--- src/rtl/dly_load_sequencer_if.sv ---
// Command and delay-bus bundle between a delay-load master and dly_load_sequencer.
interface dly_load_sequencer_if #(
   parameter int unsigned NUM_LANES  = 10,
   parameter int unsigned ADDR_WIDTH = 4
);
   logic                  cmd_valid;
   logic                  cmd_ready;
   logic                  cmd_apply;
   logic [ADDR_WIDTH-1:0] cmd_addr;
   logic [7:0]            cmd_delay;
   logic                  err_clr;
   logic [7:0]            dly_data;
   logic [NUM_LANES-1:0]  dly_ld;
   logic                  dly_set;
   logic                  pending;
   logic                  err_fine;
   logic                  err_addr;

   modport master (
      output cmd_valid, cmd_apply, cmd_addr, cmd_delay, err_clr,
      input  cmd_ready, dly_data, dly_ld, dly_set, pending, err_fine, err_addr
   );

   modport slave (
      input  cmd_valid, cmd_apply, cmd_addr, cmd_delay, err_clr,
      output cmd_ready, dly_data, dly_ld, dly_set, pending, err_fine, err_addr
   );
endinterface

--- src/rtl/dly_load_sequencer.sv ---
// Loads per-lane fine-delay values over a shared bus and issues a common,
// gap-delayed set strobe so every lane switches on the same edge.
module dly_load_sequencer #(
   parameter int unsigned NUM_LANES  = 10,
   parameter int unsigned ADDR_WIDTH = 4,
   parameter int unsigned SET_GAP    = 2,
   parameter int unsigned FINE_MAX   = 4
) (
   input logic clk,
   input logic rst_n,
   dly_load_sequencer_if.slave bus
);
   localparam int unsigned DATA_W = 8;
   localparam int unsigned FINE_W = 3;
   localparam int unsigned GAP_W  = 4;
   localparam logic [FINE_W-1:0] FINE_LIM = FINE_W'(FINE_MAX);
   localparam logic [GAP_W-1:0]  GAP_INIT = GAP_W'(SET_GAP);

   typedef enum logic [1:0] {IDLE, LOAD, WAIT, SET} state_t;

   typedef struct packed {
      logic [ADDR_WIDTH-1:0] addr;
      logic [DATA_W-1:0]     delay;
   } load_cmd_t;

   state_t               state, state_nxt;
   logic [GAP_W-1:0]     gap_cnt, gap_cnt_nxt;
   load_cmd_t            cmd_q, cmd_q_nxt;
   logic                 accept;
   logic                 fine_clamp;
   logic                 in_range;

   logic [DATA_W-1:0]    dly_data_q, dly_data_nxt;
   logic [NUM_LANES-1:0] dly_ld_q, dly_ld_nxt;
   logic                 dly_set_q, dly_set_nxt;
   logic                 pending_q, pending_nxt;
   logic                 err_fine_q, err_fine_nxt;
   logic                 err_addr_q, err_addr_nxt;
   logic                 ready_q, ready_nxt;

   assign accept     = bus.cmd_valid & ready_q;
   assign fine_clamp = cmd_q.delay[FINE_W-1:0] > FINE_LIM;
   assign in_range   = 32'(cmd_q.addr) < NUM_LANES;

   // State register, gap counter and captured load command
   always_ff @(posedge clk or negedge rst_n) begin
      if (!rst_n) begin
         state   <= IDLE;
         gap_cnt <= '0;
         cmd_q   <= '0;
      end else begin
         state   <= state_nxt;
         gap_cnt <= gap_cnt_nxt;
         cmd_q   <= cmd_q_nxt;
      end
   end

   // Next-state logic
   always_comb begin
      state_nxt   = state;
      gap_cnt_nxt = gap_cnt;
      cmd_q_nxt   = cmd_q;
      case (state)
         IDLE: begin
            if (accept) begin
               if (bus.cmd_apply) begin
                  gap_cnt_nxt = GAP_INIT;
                  state_nxt   = (SET_GAP > 0) ? WAIT : SET;
               end else begin
                  cmd_q_nxt.addr  = bus.cmd_addr;
                  cmd_q_nxt.delay = bus.cmd_delay;
                  state_nxt       = LOAD;
               end
            end
         end
         LOAD: state_nxt = IDLE;
         WAIT: begin
            gap_cnt_nxt = gap_cnt - GAP_W'(1);
            if (gap_cnt <= GAP_W'(1)) state_nxt = SET;
         end
         SET:     state_nxt = IDLE;
         default: state_nxt = IDLE;
      endcase
   end

   // Output logic: next values of the registered outputs
   always_comb begin
      dly_data_nxt = dly_data_q;
      dly_ld_nxt   = '0;
      dly_set_nxt  = 1'b0;
      pending_nxt  = pending_q;
      err_fine_nxt = err_fine_q & ~bus.err_clr;
      err_addr_nxt = err_addr_q & ~bus.err_clr;
      ready_nxt    = (state_nxt == IDLE);
      case (state)
         LOAD: begin
            dly_data_nxt = {cmd_q.delay[DATA_W-1:FINE_W],
                            fine_clamp ? FINE_LIM : cmd_q.delay[FINE_W-1:0]};
            if (fine_clamp) err_fine_nxt = 1'b1;
            if (in_range) begin
               dly_ld_nxt  = NUM_LANES'(1) << cmd_q.addr;
               pending_nxt = 1'b1;
            end else begin
               err_addr_nxt = 1'b1;
            end
         end
         SET: begin
            dly_set_nxt = 1'b1;
            pending_nxt = 1'b0;
         end
         default: ;
      endcase
   end

   // Output registers; reset drops the strobes immediately
   always_ff @(posedge clk or negedge rst_n) begin
      if (!rst_n) begin
         dly_data_q <= '0;
         dly_ld_q   <= '0;
         dly_set_q  <= 1'b0;
         pending_q  <= 1'b0;
         err_fine_q <= 1'b0;
         err_addr_q <= 1'b0;
         ready_q    <= 1'b0;
      end else begin
         dly_data_q <= dly_data_nxt;
         dly_ld_q   <= dly_ld_nxt;
         dly_set_q  <= dly_set_nxt;
         pending_q  <= pending_nxt;
         err_fine_q <= err_fine_nxt;
         err_addr_q <= err_addr_nxt;
         ready_q    <= ready_nxt;
      end
   end

   assign bus.cmd_ready = ready_q;
   assign bus.dly_data  = dly_data_q;
   assign bus.dly_ld    = dly_ld_q;
   assign bus.dly_set   = dly_set_q;
   assign bus.pending   = pending_q;
   assign bus.err_fine  = err_fine_q;
   assign bus.err_addr  = err_addr_q;
endmodule

--- src/flat_wrapper.sv ---
// flat-port wrapper written by rule: the top's interface ports become plain ports
module dly_load_sequencer_flat 
#(
   parameter int unsigned NUM_LANES  = 10,
   parameter int unsigned ADDR_WIDTH = 4,
   parameter int unsigned SET_GAP    = 2,
   parameter int unsigned FINE_MAX   = 4
)
  (clk, rst_n, bus_cmd_valid, bus_cmd_apply, bus_cmd_addr, bus_cmd_delay, bus_err_clr, bus_cmd_ready, bus_dly_data, bus_dly_ld, bus_dly_set, bus_pending, bus_err_fine, bus_err_addr);
  dly_load_sequencer_if #(.NUM_LANES(NUM_LANES), .ADDR_WIDTH(ADDR_WIDTH)) bus_i ();
  input logic clk;
  input logic rst_n;
  input wire logic [$bits(bus_i.cmd_valid)-1:0] bus_cmd_valid;
  input wire logic [$bits(bus_i.cmd_apply)-1:0] bus_cmd_apply;
  input wire logic [$bits(bus_i.cmd_addr)-1:0] bus_cmd_addr;
  input wire logic [$bits(bus_i.cmd_delay)-1:0] bus_cmd_delay;
  input wire logic [$bits(bus_i.err_clr)-1:0] bus_err_clr;
  output wire logic [$bits(bus_i.cmd_ready)-1:0] bus_cmd_ready;
  output wire logic [$bits(bus_i.dly_data)-1:0] bus_dly_data;
  output wire logic [$bits(bus_i.dly_ld)-1:0] bus_dly_ld;
  output wire logic [$bits(bus_i.dly_set)-1:0] bus_dly_set;
  output wire logic [$bits(bus_i.pending)-1:0] bus_pending;
  output wire logic [$bits(bus_i.err_fine)-1:0] bus_err_fine;
  output wire logic [$bits(bus_i.err_addr)-1:0] bus_err_addr;
  assign bus_i.cmd_valid = bus_cmd_valid;
  assign bus_i.cmd_apply = bus_cmd_apply;
  assign bus_i.cmd_addr = bus_cmd_addr;
  assign bus_i.cmd_delay = bus_cmd_delay;
  assign bus_i.err_clr = bus_err_clr;
  assign bus_cmd_ready = bus_i.cmd_ready;
  assign bus_dly_data = bus_i.dly_data;
  assign bus_dly_ld = bus_i.dly_ld;
  assign bus_dly_set = bus_i.dly_set;
  assign bus_pending = bus_i.pending;
  assign bus_err_fine = bus_i.err_fine;
  assign bus_err_addr = bus_i.err_addr;
  dly_load_sequencer #(.NUM_LANES(NUM_LANES), .ADDR_WIDTH(ADDR_WIDTH), .SET_GAP(SET_GAP), .FINE_MAX(FINE_MAX)) u_core (.clk(clk), .rst_n(rst_n), .bus(bus_i));
endmodule
--- config.mk ---
export PLATFORM = sky130hd
export DESIGN_NAME = dly_load_sequencer_flat
export DESIGN_NICKNAME = d
export VERILOG_FILES = /design/src/rtl/dly_load_sequencer_if.sv /design/src/rtl/dly_load_sequencer.sv /design/src/flat_wrapper.sv
export SDC_FILE = /design/constraint.sdc
export NUM_CORES = 1
export LEC_CHECK = 0
export CAP_MARGIN = 40
export CORE_MARGIN = 3
export CORE_UTILIZATION = 46
export DETAILED_ROUTE_END_ITERATION = 12
export GPL_TIMING_DRIVEN = 0
export PLACE_DENSITY = 0.87
export REMOVE_ABC_BUFFERS = 1
export SYNTH_ARGS = -nofsm -noshare
export SYNTH_HDL_FRONTEND = slang
export SYNTH_SLANG_ARGS = --single-unit
export TNS_END_PERCENT = 50
--- constraint.sdc ---
create_clock -name clk -period 3 [get_ports clk]
set_input_delay 0.45 -clock clk [delete_from_list [all_inputs] [get_ports clk]]
set_output_delay 0.45 -clock clk [all_outputs]
set_load 0.1 [all_outputs]
==> results of run 1 <==
final cells by class:
cell class	instances	area share, %
Tap cell	46	2.34
Clock buffer	6	2.09
Sequential cell	41	41.8
Timing Repair Buffer	62	29.8
Clock inverter	2	0.560
Multi-Input combinational cell	85	22.6
Inverter	6	0.917
sequential cells by signal, summed over array words and instances, names as in the netlist:
register              count
u_core.bus.err_addr       1
u_core.gap_cnt            4
u_core.cmd_q             12
u_core.bus.pending        1
u_core.bus.dly_data       8
u_core.bus.dly_set        1
u_core.bus.err_fine       1
u_core.state              2
u_core.bus.dly_ld        10
u_core.bus.cmd_ready      1
power groups by stage:
stage	clock network [mW]	logic [mW]	registers, mW
finish	0.293	1.42	0.941
CTS	0.301	1.43	0.938
detailed placement	0	1.43	0.950
global placement	0	1.13	0.931
floorplan	0	0.357	1.45
global route	0.332	1.50	0.971
kinds of logic after synthesis:
logic type	synth area share (%)
simple gates	18.7
flops	62.7
compound gates	5.36
mux	8.26
buf+inv	3.37
fa+ha+maj	1.53
layout by cell type (no fill, tap or decap), drive strengths merged, types with 2 or more instances in the layout:
master,netlist,routed
dfrtp,41,41
o22ai,2,2
ha,2,2
mux2,12,12
clkinv,0,2
and2,2,2
nand2b,6,6
o21ai,5,5
inv,6,6
nor3,4,4
nand2,22,22
nor4,3,3
clkbuf,0,6
nor2,10,10
a21oi,2,2
or4,2,2
clkdlybuf4s50,0,38
or2,2,2
buf,4,24
nand3b,2,2
through the flow:
stage                     power [mW]  util (%)  instances  hold WS, ps
after floorplan                 1.81         -        132          154
after global placement          2.06      60.5        217          445
after CTS                       2.67      72.5        248          210
final                           2.65      72.5        248          198
after detailed placement        2.38      70.5        240          452
after global routing            2.80      72.5        248          240
metal layers:
layer,up-vias,share of wire (%)
met5,-,0
met4,0,2.4
met3,8,5.1
met2,48,55
met1,618,37
li1,595,-
final timing paths:
check	cells past startpoint	end	slack, ps
worst max-delay path	2	bus_cmd_ready	1030
worst min-delay path	1	u_core.bus.dly_ld[8]$_DFF_PN0_	200
worst max register to register	2	u_core.cmd_q[11]$_DFFE_PN0P_	1160
worst min register to register	2	u_core.bus.dly_data[3]$_DFFE_PN0P_	480
max in group asynchronous	1	u_core.gap_cnt[2]$_DFFE_PN0P_	2250
min in group clk	2	u_core.bus.dly_data[3]$_DFFE_PN0P_	480
==> impl_results.md, run 1 <==
* Worst vdd ir at between 0.6 and 0.7 mV
* Post-synth top area share at 62.7%
* Num CTS Buffers at 5
* Multi-input logic area at 554 µm²
* Diode count at 0
* Syn-to-layout area delta at 50.2%
* Later-pin clock latency in the skew report at approximately 350 ps
* CTS resizes at 0
* CTS Hold Bufs at 0
* Fin nets at between 200 and 250
* Min-delay worst type: primary input to asynchronous set/reset pin
* CP max stage cell: clkdlybuf4s50_1
* RSZ-0062 raised after global routing: false
* Post-synthesis async set-or-reset flop share at 100%
* Top cells by count, synth: dfrtp_1 (41), nand2_1 (22), mux2_2 (12)
* Max_slew headroom at 42.2%
* Cell Area, Synth at approximately 0.0016 mm²
* CTS root buf: clkbuf_4
* Yosys reg bits at 41
* DIE AREA at 0.00431 mm²
* Crit path buffers/inverters at 2
* Setup crit start kind: register
* DR WL/cell at 15.1 µm
* Grt total ovfl at 0
* 1st-iter DRT viols at 82
* GP Congestion at 0.833
* I/O Pins at 40
* Pre-CTS setup slack at 698 ps
* Final Max Slew Viols at 0
* Clock transition at the registers of the reported paths at 130 ps
* Clk buf depth at 2
* Die Y at approximately 66 µm
* Starting Density at ~48%
* Comb power frac at 53.5%
* Setup TNS at 0 ps
* Final period util at between 60% and 70%
* Final hold vios at 0
* IO buf count at 39
* Worst slew pin tran at 867 ps
* Power per cell area at roughly 1100 mW/mm²
* Crit-path cells: clkdlybuf4s50_1 > buf_8
* Synth top area cells: dfrtp_1 (63%), mux2_2 (8.3%), nand2_1 (5.0%)
* Outcome: complete, no violations
* First-pass iteration count of the detailed router at 4
* Post-DP HPWL at 2.90 mm
* Grt met3 use at 4.96%
* Synth Instances at 136
* Synth area leader: dfrtp_1
* Via count at between 1000 and 1500
* Maxcap violations at 0
* Switching share of power at 46.4%
* Critical Path AT at 1520 ps
* Fillers at 228
* Core Area at roughly 0.0034 mm²
* Clock Skews at around 18 ps
* Critical path fanouts, max at 4
* Number of flops mapped to enable cells by yosys at 0
* Critical Path RT at 2550 ps
* Reg area at 0.00103 mm²
* Yosys warns at 0
* Routed wire length at 3.75 mm
* Register area share after synthesis at 62.7%
* Vias per cell at 5.12
* Pin count of the biggest net entering global routing at 42
* DIE WIDTH at 65.6 µm
* Internal power at 1.42 mW
* Placed Area at 0.00239 mm²
* CTS tree: built
* Crit end category: output pin
* Antenna violations before repair at 0
* Most common cell in the netlist: dfrtp_1
* Met1 GRT Util at 20.5%
* Fin area at 0.00246 mm²
* Final Critical Period at between 1500 and 2000 ps
* Syn avg cell area at 12.0 µm²
* Antenna Nets Post-Route at 0
* DR DRC count at 0
* Gr usage total at 19.7%
* Seq pwr share at between 30% and 40%
* Critical Path Max Stage Delay at 540 ps
* CP top delay family: buffers and inverters
* CTS Sinks at a little over 40
* F_max at just over 0.5 GHz
* Final setup fails at 0
* H-tree depth at 2
* Cell variety after synth at 31
* Share of total power in the clock network at about 11%
* GRT busiest layer: met2
* Number of global-route vias before repair at 1318
* Worst R2R Start: u_core.state[1]$_DFF_PN0_
* Worst Setup SP: u_core.bus.cmd_ready$_DFF_PN0_
* Setup WS post-layout at 1030 ps
* M2 GR Usage at a little over a third
* NetSw at between 1 and 1.5 mW
* Setup Fix Bufs, Post-CTS at 0
* WS Path Type: register to output pin
* Leak at 1.11 nW
* Share of post-route cells with drive strength above 1 at 25.2%
* Rows at 21
* Post-synth top flop: dfrtp_1
* First-pass GRT wire length at 6.14 mm
No activity file was read; power rests on OpenSTA's default activity.
==> run 2: changes to the inputs <==
--- a/config.mk
+++ b/config.mk
@@ -7,10 +7,10 @@
 export LEC_CHECK = 0
 export CAP_MARGIN = 40
 export CORE_MARGIN = 3
-export CORE_UTILIZATION = 46
+export CORE_UTILIZATION = 43
 export DETAILED_ROUTE_END_ITERATION = 12
 export GPL_TIMING_DRIVEN = 0
-export PLACE_DENSITY = 0.87
+export PLACE_DENSITY = 0.86
 export REMOVE_ABC_BUFFERS = 1
 export SYNTH_ARGS = -nofsm -noshare
 export SYNTH_HDL_FRONTEND = slang
==> constraint.sdc (replaced) <==
create_clock -name clk -period 1.7 [get_ports clk]
set_input_delay 0.255 -clock clk [delete_from_list [all_inputs] [get_ports clk]]
set_output_delay 0.255 -clock clk [all_outputs]
set_load 0.1 [all_outputs]
==> impl_results.md, run 2 (synthesized netlist as in run 1, its figures left out) <==
* I/O Pins at 40 (unchanged)
* Clock Skews at 3.08 ps (-15.1 ps)
* Worst vdd ir at 1.08 mV (+77%)
* DIE WIDTH at 67.7 µm (+3.1%)
* DRT met1 WL at 1.29 mm (-8.2%)
* Pin count of the biggest net entering global routing at 42 (unchanged)
* Final hold vios at 0 (unchanged)
* RSZ-0062 raised after global routing: false
* Starting Density at 46.8% (-1.5 points)
* Antenna Nets Post-Route at 0 (unchanged)
* CTS root buf: clkbuf_8
* DR WL/cell at 14.2 µm (-5.9%)
* Critical Path RT at 1440 ps (-1110 ps)
* 1st-iter DRT viols at 33 (-60%)
* Antenna violations before repair at 0 (unchanged)
* Worst Setup EP: bus_dly_data[6]
* Critical Path Max Stage Delay at 560 ps (+20 ps)
* First-pass iteration count of the detailed router at 4 (unchanged)
* Final Critical Period at 1650 ps
* DR DRC count at 0 (unchanged)
* Met3 wire length at 148 µm (-23%)
* Diode count at 0 (unchanged)
* Met2 WL post-DR at 2.02 mm (-2.1%)
* Critical Path AT at 1400 ps (-120 ps)
* Number of global-route vias before repair at 1295 (-1.7%)
* Setup TNS at 0 ps (unchanged)
* Power per cell area at 1970 mW/mm² (+82%)
* F_max at ~0.61 GHz
* Critical path fanouts, max at 2 (-2)
* Crit path buffers/inverters at 2 (unchanged)
* Total power at 5.04 mW (+90%)
* Reg area at 0.00103 mm² (unchanged)
* Flop2flop setup slack at 150 ps (-1010 ps)
* Via count at 1221 (-3.8%)
* Post-Route Utilization at 73.3% (+0.86 points)
* Later-pin clock latency in the skew report at 280 ps (-70 ps)
* GP Congestion at 0.778 (-6.6%)
* Final Max Slew Viols at 0 (unchanged)
* CTS tree: built
* Final period util at 97.2%
* CP top delay family: buffers and inverters
* Maxcap violations at 0 (unchanged)
* IO buf count at 39 (unchanged)
* First-pass GRT wire length at 5.85 mm (-4.7%)
* Grt total ovfl at 0 (unchanged)
* Commonest cells after routing, fill and taps aside: dfrtp_1 (41), clkdlybuf4s50_1 (36), nand2_1 (22), buf_8 (20), mux2_2 (12)
* Multi-input logic area at 554 µm² (unchanged)
* Critical Path Stages at 2 (unchanged)
* Top reg by flops: u_core.cmd_q
* Min-delay worst type: primary input to asynchronous set/reset pin
* Clk buf depth at 2 (unchanged)
* Gr usage total at 17.7% (-2.0 points)
* Crit Reg-Reg Endpoint: u_core.cmd_q[2]$_DFFE_PN0P_
* CP max stage cell: clkdlybuf4s50_1
* Num CTS Buffers at 5 (unchanged)
* Outcome: complete, no violations
* H-tree depth at 2 (unchanged)
* Worst Setup SP: u_core.bus.dly_data[6]$_DFFE_PN0P_
* WS Path Type: register to output pin
* Worst R2R Start: u_core.bus.cmd_ready$_DFF_PN0_
* R2R cell count at 4 (+2)
* Max Used Layer: met4
* Worst slew pin tran at 857 ps (-9.32 ps)
* CTS Hold Bufs at 0 (unchanged)
* Final setup fails at 0 (unchanged)
* Crit end category: output pin
* Syn-to-layout area delta at 56.7%
* Post-DP HPWL at 2.64 mm (-9.1%)
* Fillers at 230 (+0.88%)
* Vias per cell at 4.88 (-4.6%)
* Leak at 1.17 nW (+5.3%)
* DIE AREA at 0.00458 mm² (+6.3%)
* Commonest non-fill, non-tap cell in the layout: dfrtp_1
* Max reg flops at 12 (unchanged)
* Core Area at 0.00349 mm² (+3.1%)
* Fin nets at 222 (+0.91%)
* Crit-path cells: clkdlybuf4s50_1 > buf_12
* Max_slew headroom at 42.8% (+0.62 points)
* Routed wire length at 3.55 mm (-5.2%)
* Share of post-route cells with drive strength above 1 at 25.5% (+0.24 points)
* CTS Sinks at 41 (unchanged)
* Die Y at 67.7 µm (+3.1%)
* Rows at 21 (unchanged)
* Setup crit start kind: register
* Clock transition at the registers of the reported paths at 70 ps (-60 ps)
-- run 2: power breakdown --
group / switching, mW / leakage [nW] / internal (mW)
Clock: 0.302 / 0.0585 / 0.478
Combinational: 1.53 / 0.587 / 1.06
Sequential: 0.349 / 0.525 / 1.32
-- run 2: how the worst min path moves through the flow --
stage,start,end,cells after the start,slack (ps)
2_1_floorplan,rst_n,u_core.bus.cmd_ready$_DFF_PN0_,0,-40
4_1_cts,rst_n,u_core.cmd_q[5]$_DFFE_PN0P_,1,100
3_5_place_dp,rst_n,u_core.cmd_q[5]$_DFFE_PN0P_,1,410
6_report,rst_n,u_core.cmd_q[4]$_DFFE_PN0P_,1,80
5_1_grt,rst_n,u_core.cmd_q[4]$_DFFE_PN0P_,1,150
3_3_place_gp,u_core.cmd_q[7]$_DFFE_PN0P_,u_core.bus.dly_data[7]$_DFFE_PN0P_,2,450
-- run 2: through the flow --
stage	setup slack (ps)	instance area, µm²	std cells	hold slack [ps]
after floorplan	-502	1600	132	-40.6
after global placement	-448	2050	217	447
after detailed placement	-412	2400	240	411
after CTS	8.88	2550	250	96.5
after global routing	1.01	2560	250	147
final	47.4	2560	250	77.4
-- run 2: area by class of cell --
class / instances / area share, %
Sequential cell: 41 / 40.0
Multi-Input combinational cell: 85 / 21.6
Inverter: 6 / 0.879
Clock buffer: 7 / 3.37
Tap cell: 46 / 2.25
Clock inverter: 1 / 1.17
Timing Repair Buffer: 64 / 30.7
-- run 2: layer usage --
| metal | global-route usage, % | vias to the layer above |
|---|---|---|
| met5 | 0 | - |
| met4 | 7.34 | 0 |
| met3 | 5.49 | 10 |
| met2 | 33.0 | 33 |
| met1 | 17.9 | 587 |
| li1 | - | 591 |
-- run 2: timing repair --
item,4_1_cts,5_1_grt
resized for setup,0,4
endpoints found under the setup margin,12,3
hold endpoints to repair,0,0
buffers inserted,2,0
pin swaps,1,0
==> run 3: changes to the inputs <==
--- a/config.mk
+++ b/config.mk
@@ -5,13 +5,13 @@
 export SDC_FILE = /design/constraint.sdc
 export NUM_CORES = 1
 export LEC_CHECK = 0
-export CAP_MARGIN = 40
 export CORE_MARGIN = 3
 export CORE_UTILIZATION = 43
 export DETAILED_ROUTE_END_ITERATION = 12
 export GPL_TIMING_DRIVEN = 0
 export PLACE_DENSITY = 0.86
 export REMOVE_ABC_BUFFERS = 1
+export SKIP_LAST_GASP = 1
 export SYNTH_ARGS = -nofsm -noshare
 export SYNTH_HDL_FRONTEND = slang
 export SYNTH_SLANG_ARGS = --single-unit
==> impl_results.md, run 3 (synthesized netlist as in run 1, its figures left out) <==
* Outcome: finished, violations left
* Failing checks: setup timing
* Antenna violations before repair at 0 (unchanged)
* Worst vdd ir at 0.894 mV (-17%)
* DIE AREA at 0.00458 mm² (unchanged)
* Multi-input logic area at 554 µm² (unchanged)
* Setup WS post-layout at -0.593 ps (-48.0 ps)
* Setup TNS at -0.593 ps (-0.593 ps)
* 1st-iter DRT viols at 62 (+88%)
* CP top delay family: buffers and inverters
* Final setup fails at 1 (+1)
* First-pass iteration count of the detailed router at 4 (unchanged)
* Maxcap violations at 0 (unchanged)
* Clk buf depth at 2 (unchanged)
* F_max at 0.588 GHz (-2.8%)
* First-pass GRT wire length at 4.93 mm (-16%)
* Commonest non-fill, non-tap cell in the layout: dfrtp_1
* Pin count of the biggest net entering global routing at 42 (unchanged)
* DR DRC count at 0 (unchanged)
* WS Path Type: register to output pin
* Commonest cells after routing, fill and taps aside: dfrtp_1 (41), nand2_1 (22), clkdlybuf4s50_1 (15), clkdlybuf4s15_2 (15), mux2_2 (12)
* Clock transition at the registers of the reported paths at 70 ps (about the same)
* Num CTS Buffers at 5 (unchanged)
* Clock Skews at 7.08 ps (+4.00 ps)
* Rows at 21 (unchanged)
* I/O Pins at 40 (unchanged)
* Post-Route Utilization at 61.1% (-12 points)
* Grt total ovfl at 0 (unchanged)
* Worst R2R Start: u_core.state[1]$_DFF_PN0_
* M2 GR Usage at 26.6% (-6.4 points)
* Min-delay worst type: primary input to asynchronous set/reset pin
* Later-pin clock latency in the skew report at 290 ps (about the same)
* Top reg by flops: u_core.cmd_q
* Diode count at 0 (unchanged)
* Grt met3 use at 4.16% (-1.3 points)
* Final Critical Period at 1700 ps (+48.0 ps)
* Max_slew headroom at 36.9% (-5.9 points)
* CTS tree: built
* Core Area at 0.00349 mm² (unchanged)
* Routed wire length at 3.05 mm (-14%)
* Leak at 0.981 nW (-16%)
* RSZ-0062 raised after global routing: true
* H-tree depth at 2 (unchanged)
* Pre-CTS setup slack at -416 ps (-3.34 ps)
* Post-DP HPWL at 2.22 mm (-16%)
* Die Y at 67.7 µm (unchanged)
* Syn-to-layout area delta at 30.5%
* Flop2flop setup slack at 180 ps (+30 ps)
* GP Congestion at 0.778 (unchanged)
* CTS Hold Bufs at 0 (unchanged)
* Vias per cell at 5.01 (+2.6%)
* CP max stage cell: dlygate4sd2_1
* Share of post-route cells with drive strength above 1 at 25.8% (+0.35 points)
* CTS root buf: clkbuf_8
* Via count at 1122 (-8.1%)
* Gr usage total at 14.8% (-2.9 points)
* Fin Hold WS at 66.6 ps (-10.8 ps)
* Setup crit start kind: register
* CTS Sinks at 41 (unchanged)
* Power per cell area at 1980 mW/mm² (+0.85%)
* DIE WIDTH at 67.7 µm (unchanged)
* Final Max Slew Viols at 0 (unchanged)
* Number of global-route vias before repair at 1133 (-13%)
* Critical Path AT at 1450 ps (+50 ps)
* R2R cell count at 3 (-1)
* Antenna Nets Post-Route at 0 (unchanged)
* Fin nets at 198 (-11%)
* Critical Path RT at 1440 ps (about the same)
* Crit path buffers/inverters at 1 (-1)
* Final period util at 100% (+2.8 points)
* Max reg flops at 12 (unchanged)
* IO buf count at 39 (unchanged)
* Final hold vios at 0 (unchanged)
* Met1 GRT Util at 15.1% (-2.8 points)
* Critical Path Max Stage Delay at 840 ps (+280 ps)
* Worst slew pin tran at 950 ps (+92.9 ps)
* DR WL/cell at 13.6 µm (-4.3%)
* Crit-path cells: dlygate4sd2_1
* GRT busiest layer: met2
* Starting Density at 46.8% (unchanged)
* Reg area at 0.00103 mm² (unchanged)
* Crit end category: output pin
* Critical path fanouts, max at 1 (-1)
* Crit Reg-Reg Endpoint: u_core.bus.dly_ld[0]$_DFF_PN0_
* Fillers at 279 (+21%)
==> run 3: report_power, final <==
part	switching [mW]	internal, mW	total (mW)
sequential	0.337	1.32	1.66
combinational	1.41	0.601	2.01
clock	0.293	0.269	0.563
total	2.04	2.19	4.23
==> run 3: cell type report <==
type | instances | share of cell area (%)
clock buffers | 5 | 3.22
inverters | 6 | 1.06
multi-input cells | 85 | 26.0
well taps | 46 | 2.70
flip-flops and latches | 41 | 48.1
repair buffers | 40 | 18.8
clock inverters | 1 | 0.234
==> run 3: what timing repair did <==
action                                  4_1_cts  5_1_grt
endpoints found under the setup margin       35        8
pin swaps                                     1        0
setup buffers                                 1        0
resized for setup                            54        8
endpoints found under the hold margin         0        0
==> run 3: per-layer routing <==
layer | part of all wire [%] | wire length [µm]
met5 | 0 | 0
met4 | 1.7 | 53
met3 | 5.2 | 159
met2 | 55 | 1670
met1 | 38 | 1170
==> run 3: stage by stage <==
step / area (µm²) / std cells / power (mW)
after floorplan: 1600 / 132 / 3.19
after global placement: 2050 / 217 / 3.65
after detailed placement: 2050 / 217 / 3.73
after CTS: 2150 / 224 / 4.27
after global routing: 2130 / 224 / 4.47
final: 2130 / 224 / 4.23
==> run 3: worst max-delay path by stage <==
stage | start | depth (start not counted) | to
6_report | u_core.bus.dly_ld[7]$_DFF_PN0_ | 1 | bus_dly_ld[7]
5_1_grt | u_core.bus.dly_ld[7]$_DFF_PN0_ | 1 | bus_dly_ld[7]
4_1_cts | u_core.bus.cmd_ready$_DFF_PN0_ | 1 | bus_cmd_ready
3_5_place_dp | bus_cmd_valid | 4 | u_core.cmd_q[0]$_DFFE_PN0P_
3_3_place_gp | rst_n | 1 | u_core.bus.dly_ld[8]$_DFF_PN0_
2_1_floorplan | u_core.bus.cmd_ready$_DFF_PN0_ | 3 | u_core.cmd_q[0]$_DFFE_PN0P_
